File: config.mk
export PLATFORM = sky130hd
export DESIGN_NAME = mem_ctrl
export DESIGN_NICKNAME = d
export VERILOG_FILES = /design/src/rtl/mem_ctrl.sv
export SDC_FILE = /design/constraint.sdc
export NUM_CORES = 1
export LEC_CHECK = 0
export BUFFER_PORTS_ARGS = -buffer_cell sky130_fd_sc_hd__buf_2
export CAP_MARGIN = 15
export CORE_MARGIN = 2
export CORE_UTILIZATION = 30
export CTS_CLUSTER_DIAMETER = 50
export DETAILED_ROUTE_END_ITERATION = 12
export GPL_ROUTABILITY_DRIVEN = 0
export MAX_ROUTING_LAYER = met4
export PLACE_DENSITY_LB_ADDON = 0.1
export SETUP_SLACK_MARGIN = 0.15
export SYNTH_ARGS = -nofsm -noshare
export SYNTH_HDL_FRONTEND = slang
export SYNTH_SLANG_ARGS = --single-unit
File: constraint.sdc
create_clock -name clk -period 2.5 [get_ports clk]
set_input_delay 0.5 -clock clk [delete_from_list [all_inputs] [get_ports clk]]
set_output_delay 0.5 -clock clk [all_outputs]
set_load 0.01 [all_outputs]
File: src/rtl/mem_ctrl.sv
// -----------------------------------------------------------------------------
// mem_ctrl
//
// Memory controller between an 8-bit byte-serial RAM and two clients: the
// instruction fetch unit (IF) and the MEM pipeline stage. Byte, halfword and
// word loads/stores are serialised into single-byte RAM accesses in
// little-endian order. A pending MEM request wins over a pending IF request.
// No sign extension is done here; loads return zero-extended raw bytes.
//
// Optional feature (compile-time macro MEMCTRL_IF_ABORT_EN):
//   defined : dropping if_req during a fetch abandons it (back to IDLE, no
//             if_valid, if_data unchanged).
//   absent  : a fetch always runs to completion once accepted.
//
// Ports
//   clk            system clock, rising edge
//   rst            synchronous reset, active low
//   if_req/if_addr IF fetch request (32-bit word), held until if_valid
//   if_valid       one-cycle completion pulse, if_data valid with it
//   if_data        fetched word
//   addr_needed    a new request is accepted at the next edge
//   mem_addr       MEM byte address
//   mem_wr         0 = load, 1 = store
//   mem_data       store data, low bytes used
//   mem_cnf        0 = none, 1 = byte, 2 = half, 3 = word
//   mem_working    MEM transaction in flight
//   mem_available  one-cycle MEM completion pulse
//   data_out       load result (zero-extended), 0 after a store
//   ram_a          RAM byte address
//   ram_wr         RAM write enable
//   ram_dout       RAM write data
//   ram_din        RAM read data, one cycle after the address
// -----------------------------------------------------------------------------
module mem_ctrl #(
  parameter int ADDR_WIDTH = 32
) (
  input  logic                  clk,
  input  logic                  rst,
  // instruction fetch client
  input  logic                  if_req,
  input  logic [ADDR_WIDTH-1:0] if_addr,
  output logic                  if_valid,
  output logic [31:0]           if_data,
  // MEM stage client
  output logic                  addr_needed,
  input  logic [ADDR_WIDTH-1:0] mem_addr,
  input  logic                  mem_wr,
  input  logic [31:0]           mem_data,
  input  logic [1:0]            mem_cnf,
  output logic                  mem_working,
  output logic                  mem_available,
  output logic [31:0]           data_out,
  // byte-serial RAM
  output logic [ADDR_WIDTH-1:0] ram_a,
  output logic                  ram_wr,
  output logic [7:0]            ram_dout,
  input  logic [7:0]            ram_din
);

  typedef enum logic [2:0] {
    S_IDLE,
    S_LOAD,
    S_STORE,
    S_FETCH,
    S_DONE_M,
    S_DONE_I
  } state_t;

  state_t                state;
  // cnt is the 1-based number of the current cycle within LOAD/STORE/FETCH.
  logic [2:0]            cnt;
  logic [2:0]            nbytes;
  logic [ADDR_WIDTH-1:0] base;
  logic [31:0]           wdata;
  logic [31:0]           rdata;
  logic [31:0]           ins_word;
  logic [1:0]            sample_idx;
  logic [2:0]            req_n;

  function automatic logic [7:0] byte_sel(input logic [31:0] w, input logic [1:0] idx);
    return w[{idx, 3'b000} +: 8];
  endfunction

  // Byte count of the request on the MEM port.
  always_comb begin
    // NOTE: every always_comb output gets a default first, so no path can infer a latch.
    req_n = 3'd4;
    case (mem_cnf)
      2'd1:    req_n = 3'd1;
      2'd2:    req_n = 3'd2;
      default: req_n = 3'd4;
    endcase
  end

  // In cycle cnt, ram_din carries the byte addressed in cycle cnt-1, i.e. byte
  // cnt-2. ins_word is the assembled word with that byte merged in.
  assign sample_idx = cnt[1:0] - 2'd2;

  always_comb begin
    ins_word = rdata;
    ins_word[{sample_idx, 3'b000} +: 8] = ram_din;
  end

  always_ff @(posedge clk) begin
    if (!rst) begin
      // NOTE: datapath registers are reset too, because every output must read 0 after reset.
      state         <= S_IDLE;
      cnt           <= '0;
      nbytes        <= '0;
      base          <= '0;
      wdata         <= '0;
      rdata         <= '0;
      if_valid      <= 1'b0;
      if_data       <= '0;
      addr_needed   <= 1'b0;
      mem_working   <= 1'b0;
      mem_available <= 1'b0;
      data_out      <= '0;
      ram_a         <= '0;
      ram_wr        <= 1'b0;
      ram_dout      <= '0;
    end else begin
      // NOTE: non-blocking assignments throughout, so every read sees the pre-edge value.
      if_valid      <= 1'b0;
      mem_available <= 1'b0;

      unique case (state)
        S_IDLE, S_DONE_M, S_DONE_I: begin
          if (!addr_needed) begin
            // First cycle out of reset: outputs are still all zero, so no
            // request may be taken yet.
            addr_needed <= 1'b1;
          end else if (mem_cnf != 2'd0) begin
            base        <= mem_addr;
            wdata       <= mem_data;
            nbytes      <= req_n;
            rdata       <= '0;
            cnt         <= 3'd1;
            addr_needed <= 1'b0;
            mem_working <= 1'b1;
            ram_a       <= mem_addr;
            if (mem_wr) begin
              state    <= S_STORE;
              ram_wr   <= 1'b1;
              ram_dout <= mem_data[7:0];
            end else begin
              state  <= S_LOAD;
              ram_wr <= 1'b0;
            end
          end else if (if_req) begin
            state       <= S_FETCH;
            base        <= if_addr;
            nbytes      <= 3'd4;
            rdata       <= '0;
            cnt         <= 3'd1;
            addr_needed <= 1'b0;
            mem_working <= 1'b0;
            ram_a       <= if_addr;
            ram_wr      <= 1'b0;
          end else begin
            state <= S_IDLE;
          end
        end

        S_STORE: begin
          if (cnt == nbytes) begin
            state         <= S_DONE_M;
            ram_wr        <= 1'b0;
            mem_working   <= 1'b0;
            mem_available <= 1'b1;
            data_out      <= '0;
            addr_needed   <= 1'b1;
          end else begin
            cnt      <= cnt + 3'd1;
            ram_a    <= base + ADDR_WIDTH'(cnt);
            ram_dout <= byte_sel(wdata, cnt[1:0]);
          end
        end

        S_LOAD, S_FETCH: begin
`ifdef MEMCTRL_IF_ABORT_EN
          if (state == S_FETCH && !if_req) begin
            state       <= S_IDLE;
            cnt         <= '0;
            addr_needed <= 1'b1;
          end else
`endif
          begin
            // Advance the address while bytes remain; the final cycle holds it.
            if (cnt < nbytes) ram_a <= base + ADDR_WIDTH'(cnt);
            if (cnt >= 3'd2)  rdata <= ins_word;
            if (cnt == nbytes + 3'd1) begin
              addr_needed <= 1'b1;
              if (state == S_LOAD) begin
                state         <= S_DONE_M;
                data_out      <= ins_word;
                mem_available <= 1'b1;
                mem_working   <= 1'b0;
              end else begin
                state    <= S_DONE_I;
                if_data  <= ins_word;
                if_valid <= 1'b1;
              end
            end else begin
              cnt <= cnt + 3'd1;
            end
          end
        end

        default: state <= S_IDLE;
      endcase
    end
  end

endmodule

* Yosys cells after proc, flatten, opt, wreduce, memory -nomap -nowiden *
Cells that the tools add are included.

word-level totals
  flip-flop bits (word level) = 214
  input bits = 110
  output and inout bits = 109
  word-level logic and storage cells = 128

operators by class
  add/sub/neg operators = 5
  magnitude comparators = 2
  equality and inequality tests = 20
  shift operators = 3
  mux-type cells = 60
  bitwise operators = 1
  reductions and logical operators = 22

operator list
  cell                                                                     number
  32-bit two-way mux                                                       12
  32-bit case mux with 2 select lines                                      2
  32-bit case mux with 3 select lines                                      1
  3-bit two-way mux                                                        11
  32-bit by 3-bit adder with 32-bit output                                 1
  32-bit bitwise mux                                                       1
  8-bit two-way mux                                                        4
  8-bit by 7-bit variable shift with 32-bit output (first input constant)  1
  32-bit by 6-bit indexed part select with 8-bit output                    1
  8-bit by 7-bit indexed part select with 32-bit output                    1
  2-bit != test (second input constant)                                    10
  1-bit two-way mux                                                        19
  3-bit case mux with 3 select lines                                       2
  3-bit AND reduction                                                      6
  8-bit case mux with 2 select lines                                       1
  5-bit AND reduction                                                      3
  4-bit AND reduction                                                      3
  2-bit nonzero test                                                       5
  5-bit negation with 7-bit output                                         1
  3-bit by 1-bit adder with 3-bit output (second input constant)           2
  3-bit by 2-bit == test with 1-bit output (second input constant)         2
  3-bit == test                                                            2
  3-bit == test (second input constant)                                    2
  1-bit case mux with 3 select lines                                       2
  16 further kinds                                                         18

* Logic depth before layout (Yosys ltp) *
  word-level depth = 7
  mapped depth = 10
  depth with buffers taken out = 7

* Least setup slack after synthesis *
OpenSTA, ideal clock, no wires.

  path kind = reg-to-reg
  start point = register cnt[0]
  end point = register ram_a[17]
  library setup time = 0.138 ns
  arrival = 2.598 ns
  data required time = 2.362 ns
  slack = -0.236 ns
  cell stages (with the launch flop) = 10
  path buffers = 3
  clock period less this slack = 2.736 ns
  cell sequence = dfxtp_1 > buf_1 > inv_1 > ha_1 > nand3_1 > a22oi_1 > a21o_1 > buf_2 > buf_1 > o221ai_1

on the way
  longest elaborated chain between the ends = 3
  elaborated cells on any way between the ends = 9
  those cells by class = add/sub: 1; order compare: 1; eq/ne: 3; mux: 3; reduce/logical: 1

RTL lines
  item                                                                        RTL line  source
  start, declared                                                             71        logic [2:0] cnt;
  start signal, assigned                                                      174       cnt <= cnt + 3'd1;
  start signal, assigned                                                      205       cnt <= cnt + 3'd1;
  32-bit by 3-bit adder with 32-bit output, or another cell as far along      175, 190
  32-bit two-way mux, or another cell as far along                            190       if (cnt < nbytes) ram_a <= base + ADDR_WIDTH'(cnt);
  32-bit case mux with 3 select lines or 5-bit AND reduction (tied branches)  n/a
  end signal, assigned                                                        141       ram_a <= mem_addr;
  end signal, assigned                                                        175       ram_a <= base + ADDR_WIDTH'(cnt);
  end signal, assigned                                                        190
  end, declared                                                               54        output logic [ADDR_WIDTH-1:0] ram_a,

Several ways; a longest one is shown, not always the timed one. The select of a mux whose other input is x is not followed.
A chain may end at the register's enable or synchronous reset.

* Final worst setup path *
  start point = register cnt[0]
  end point = register ram_a[18]

The elaborated chain is that of the path after synthesis.

==> reports/metrics.yaml <==
worst_hold_path:
  hold_class: "input port to flip-flop"
sta:
  fmaxAchievable_ghz: 0.451
  maxSlewViolCount: 0
  post-route-period-util_pct: 88.6
  worstMarginPinSlew_ns: 0.573
  fin_skew_ns: 0.0162
  rsz0062_at_grt: "no"
  hold_violations: 0
  min_period_ns: 2.21
  setup_viol: 0
  finalSetupTns_ns: 0
  hold_slack_ns: 0.242
  relSlewSlack_pct: 61.6
synth:
  synth_compound_area_share_pct: 19.2
  synth_top_family_by_area: "simple AND/OR/NAND/NOR gates"
  ys_seq_elements: 214
  yosys.area_share.simple_pct: 22.8
  yosys.area_share.xor_xnor_pct: 1.65
  ys.flop_type: "dfxtp_1"
  avgSynthCellArea_sq_um: 8.09
  syn_nets: 1358
  seq_area_frac_synth_pct: 43.0
  yosysWarnings: 0
  syn-cell-area_sq_um: 9950
  async_flop_share_pct: 0
  synthCells: 1231
  synth.distinct_cells: 64
  yosys.area_share.adder_pct: 2.21
  synth_enable_flop_cells: 0
  synthMuxAreaShare_pct: 6.61
setup_path:
  crit_fanout: 12
  r2r_slack_ns: 0.29
  cpPeakStageDelay_ns: 0.52
  cp_top_family: "simple AND/OR/NAND/NOR gates"
  crit_required_ns: 2.87
  start_kind: "flip-flop"
  critical_path_class: "flip-flop to flip-flop"
  cp_num_buf_inv: 1
  worstSetupEndpointType: "flip-flop"
  worst_path_max_delay_cell: "or4_1"
  cp_cell_sequence: "ha_1 > fa_2 > a21o_1 > nand4_1 > buf_4 > or4_1 > o311ai_0 > o21ai_0"
  cp_data_arrival_time_ns: 2.59
die:
  start_util_pct: 30.5
  rows: 66
  die_w_um: 186
  core_sq_um: 32600
  dieArea_sq_um: 34700
  dieHeight_um: 186
  io_pins: 219
grt:
  globalRouteOverflowTotal: 0
  grt_pass1_vias: 8901
  grt_max_degree: 95
  antenna_found_initial: 0
  grt_pass1_wl_um: 49400
  grt_usage_pct: 18.6
clock_tree:
  htreeDepth: 2
  hold_buffers: 0
  clock_path_buffers: 3
  clock_latency_ns: 0.50
  cts.sinks: 214
  cts.clk_slew.worst_paths_ns: 0.06
  root_buffer: "clkbuf_16"
  cts-buffers-inserted: 34
  cts_tree: "yes"
power:
  p_total_uw: 12000
  p_leak_uw: 0.00506
  power_density_nw_per_um2: 920
  p_seq_share_pct: 33.9
  internal_power_uw: 8330
  ir_drop_v: 0.000465
  power_switching_uw: 3630
  p_clk_share_pct: 43.4
  p_comb_share_pct: 22.7
  swShare_pct: 30.3
routing:
  wl_um: 31800
  first_pass_iters: 4
  vias: 9308
  final_antenna_net_count: 0
  via_per_inst: 4.92
  routedWlPerCell_um: 16.8
  drtIter0Drc: 510
  drc: 0
job:
  cap_violations: 0
final_layout:
  drive_gt1_share_pct: 25.2
  n_antenna_cell: 0
  mostFrequentLayoutCell: "nand2_1"
  layout_common_cells: "232 x nand2_1, 217 x buf_2, 213 x dfxtp_1"
  area_delta_synth_final_pct: 30.6
  layout.nets: 1555
placed_design:
  port_buffers: 218
  hpwl_um: 20900
run_status:
  status: "completed"
[registers in the layout, indices dropped and copies added (netlist names)]
name and flops:
base 32, data_out 32, if_data 32, ram_a 32
rdata 32, wdata 32, ram_dout 8, cnt 3
nbytes 3, state 3, addr_needed 1, if_valid 1
mem_available 1, mem_working 1, ram_wr 1
[final cells by class]
cell class	instances	area, sq um
multi-input combinational	904	5300
sequential	214	4290
clock inverter	15	292
tap	442	553
inverter	13	53.8
fill	3396	19600
clock buffer	44	950
timing repair buffer	261	1570
[path summary, 6_finish.rpt]
kind | startpoint | end | cells past startpoint
max | cnt[0]$_SDFFE_PN0P_ | ram_a[18]$_SDFFE_PN0P_ | 8
max reg2reg | cnt[0]$_SDFFE_PN0P_ | ram_a[18]$_SDFFE_PN0P_ | 8
min reg2reg | rdata[3]$_SDFFE_PN0P_ | rdata[3]$_SDFFE_PN0P_ | 2
min | mem_data[8] | wdata[8]$_SDFFE_PN0P_ | 3
[metrics by stage]
| stage | utilization (%) | setup slack [ns] | area [sq um] | cells |
|---|---|---|---|---|
| floorplan | - | 0.170 | 9960 | 1231 |
| global placement | 35.8 | 0.251 | 11700 | 1831 |
| detailed placement | 35.8 | 0.203 | 11700 | 1831 |
| CTS | 39.6 | 0.165 | 12900 | 1890 |
| global route | 39.9 | 0.149 | 13000 | 1893 |
| finish | 39.9 | 0.285 | 13000 | 1893 |
[power groups by stage]
stage	clock, uW	combinational (uW)	sequential, uW
6_report	5200	2710	4050
4_1_cts	5290	2670	4060
3_3_place_gp	0	2650	4120
5_1_grt	5430	3010	4110
2_1_floorplan	0	1560	4120
3_5_place_dp	0	2650	4120
[cell families (layout without fill, tap and decap cells)]
group | after synthesis | in the layout
flops | 214 | 214
buf+inv | 113 | 333
simple gates | 504 | 504
fa+ha+maj | 17 | 17
xor+xnor | 17 | 17
mux | 54 | 54
compound gates | 312 | 312
[metal layers]
metal  wire length, um  share of wire, %  up-vias  global-route usage [%]
li1                  -                 -     4724                       -
met1             15700                49     4325                    25.5
met2             14000                44      221                    28.8
met3              1570               4.9       38                    2.96
met4               544               1.7        0                    4.25
met5                 0                 0        -                       -
[worst reg2reg max path, delay by kind of cell, from the launching register on]
family	cells	cell delay [ns]
DFF	1	0.39
buffers and inverters	1	0.20
AOI/OAI and AO/OA	3	0.43
adders and majority gates	2	0.45
and+or+nand+nor	2	0.63
[what timing repair did]
item / in CTS / in global routing
buffers inserted: 0 / 2
gates resized for setup: 0 / 9
setup endpoints to repair: 0 / 64
[cells in the mapped netlist, types with 3 or more instances]
cell	instances	area [sq um]
and2_1	4	25.0
xnor2_1	13	114
and3_1	4	25.0
o211ai_1	5	37.5
o21ai_0	46	230
a21oi_1	144	721
o311ai_0	8	70.1
nand2_1	232	871
dfxtp_1	214	4280
nor2_1	109	409
nor4_1	12	75.1
mux4_2	8	180
o31ai_1	3	22.5
nand2b_1	7	43.8
xor2_1	3	26.3
and4_1	5	43.8
nand4_1	3	18.8
ha_1	16	200
nand3_1	64	320
o21ai_1	3	15.0
o31a_1	4	35.0
mux2i_1	32	320
nor2b_1	35	219
mux2_2	14	158
a211oi_1	64	480
inv_1	13	48.8
a21boi_0	3	22.5
nor3_1	13	65.1
a21o_1	4	30.0
buf_1	13	48.8
clkbuf_1	75	282
o221ai_1	8	70.1
buf_2	11	55.1
(Power assumes the default switching activity.)
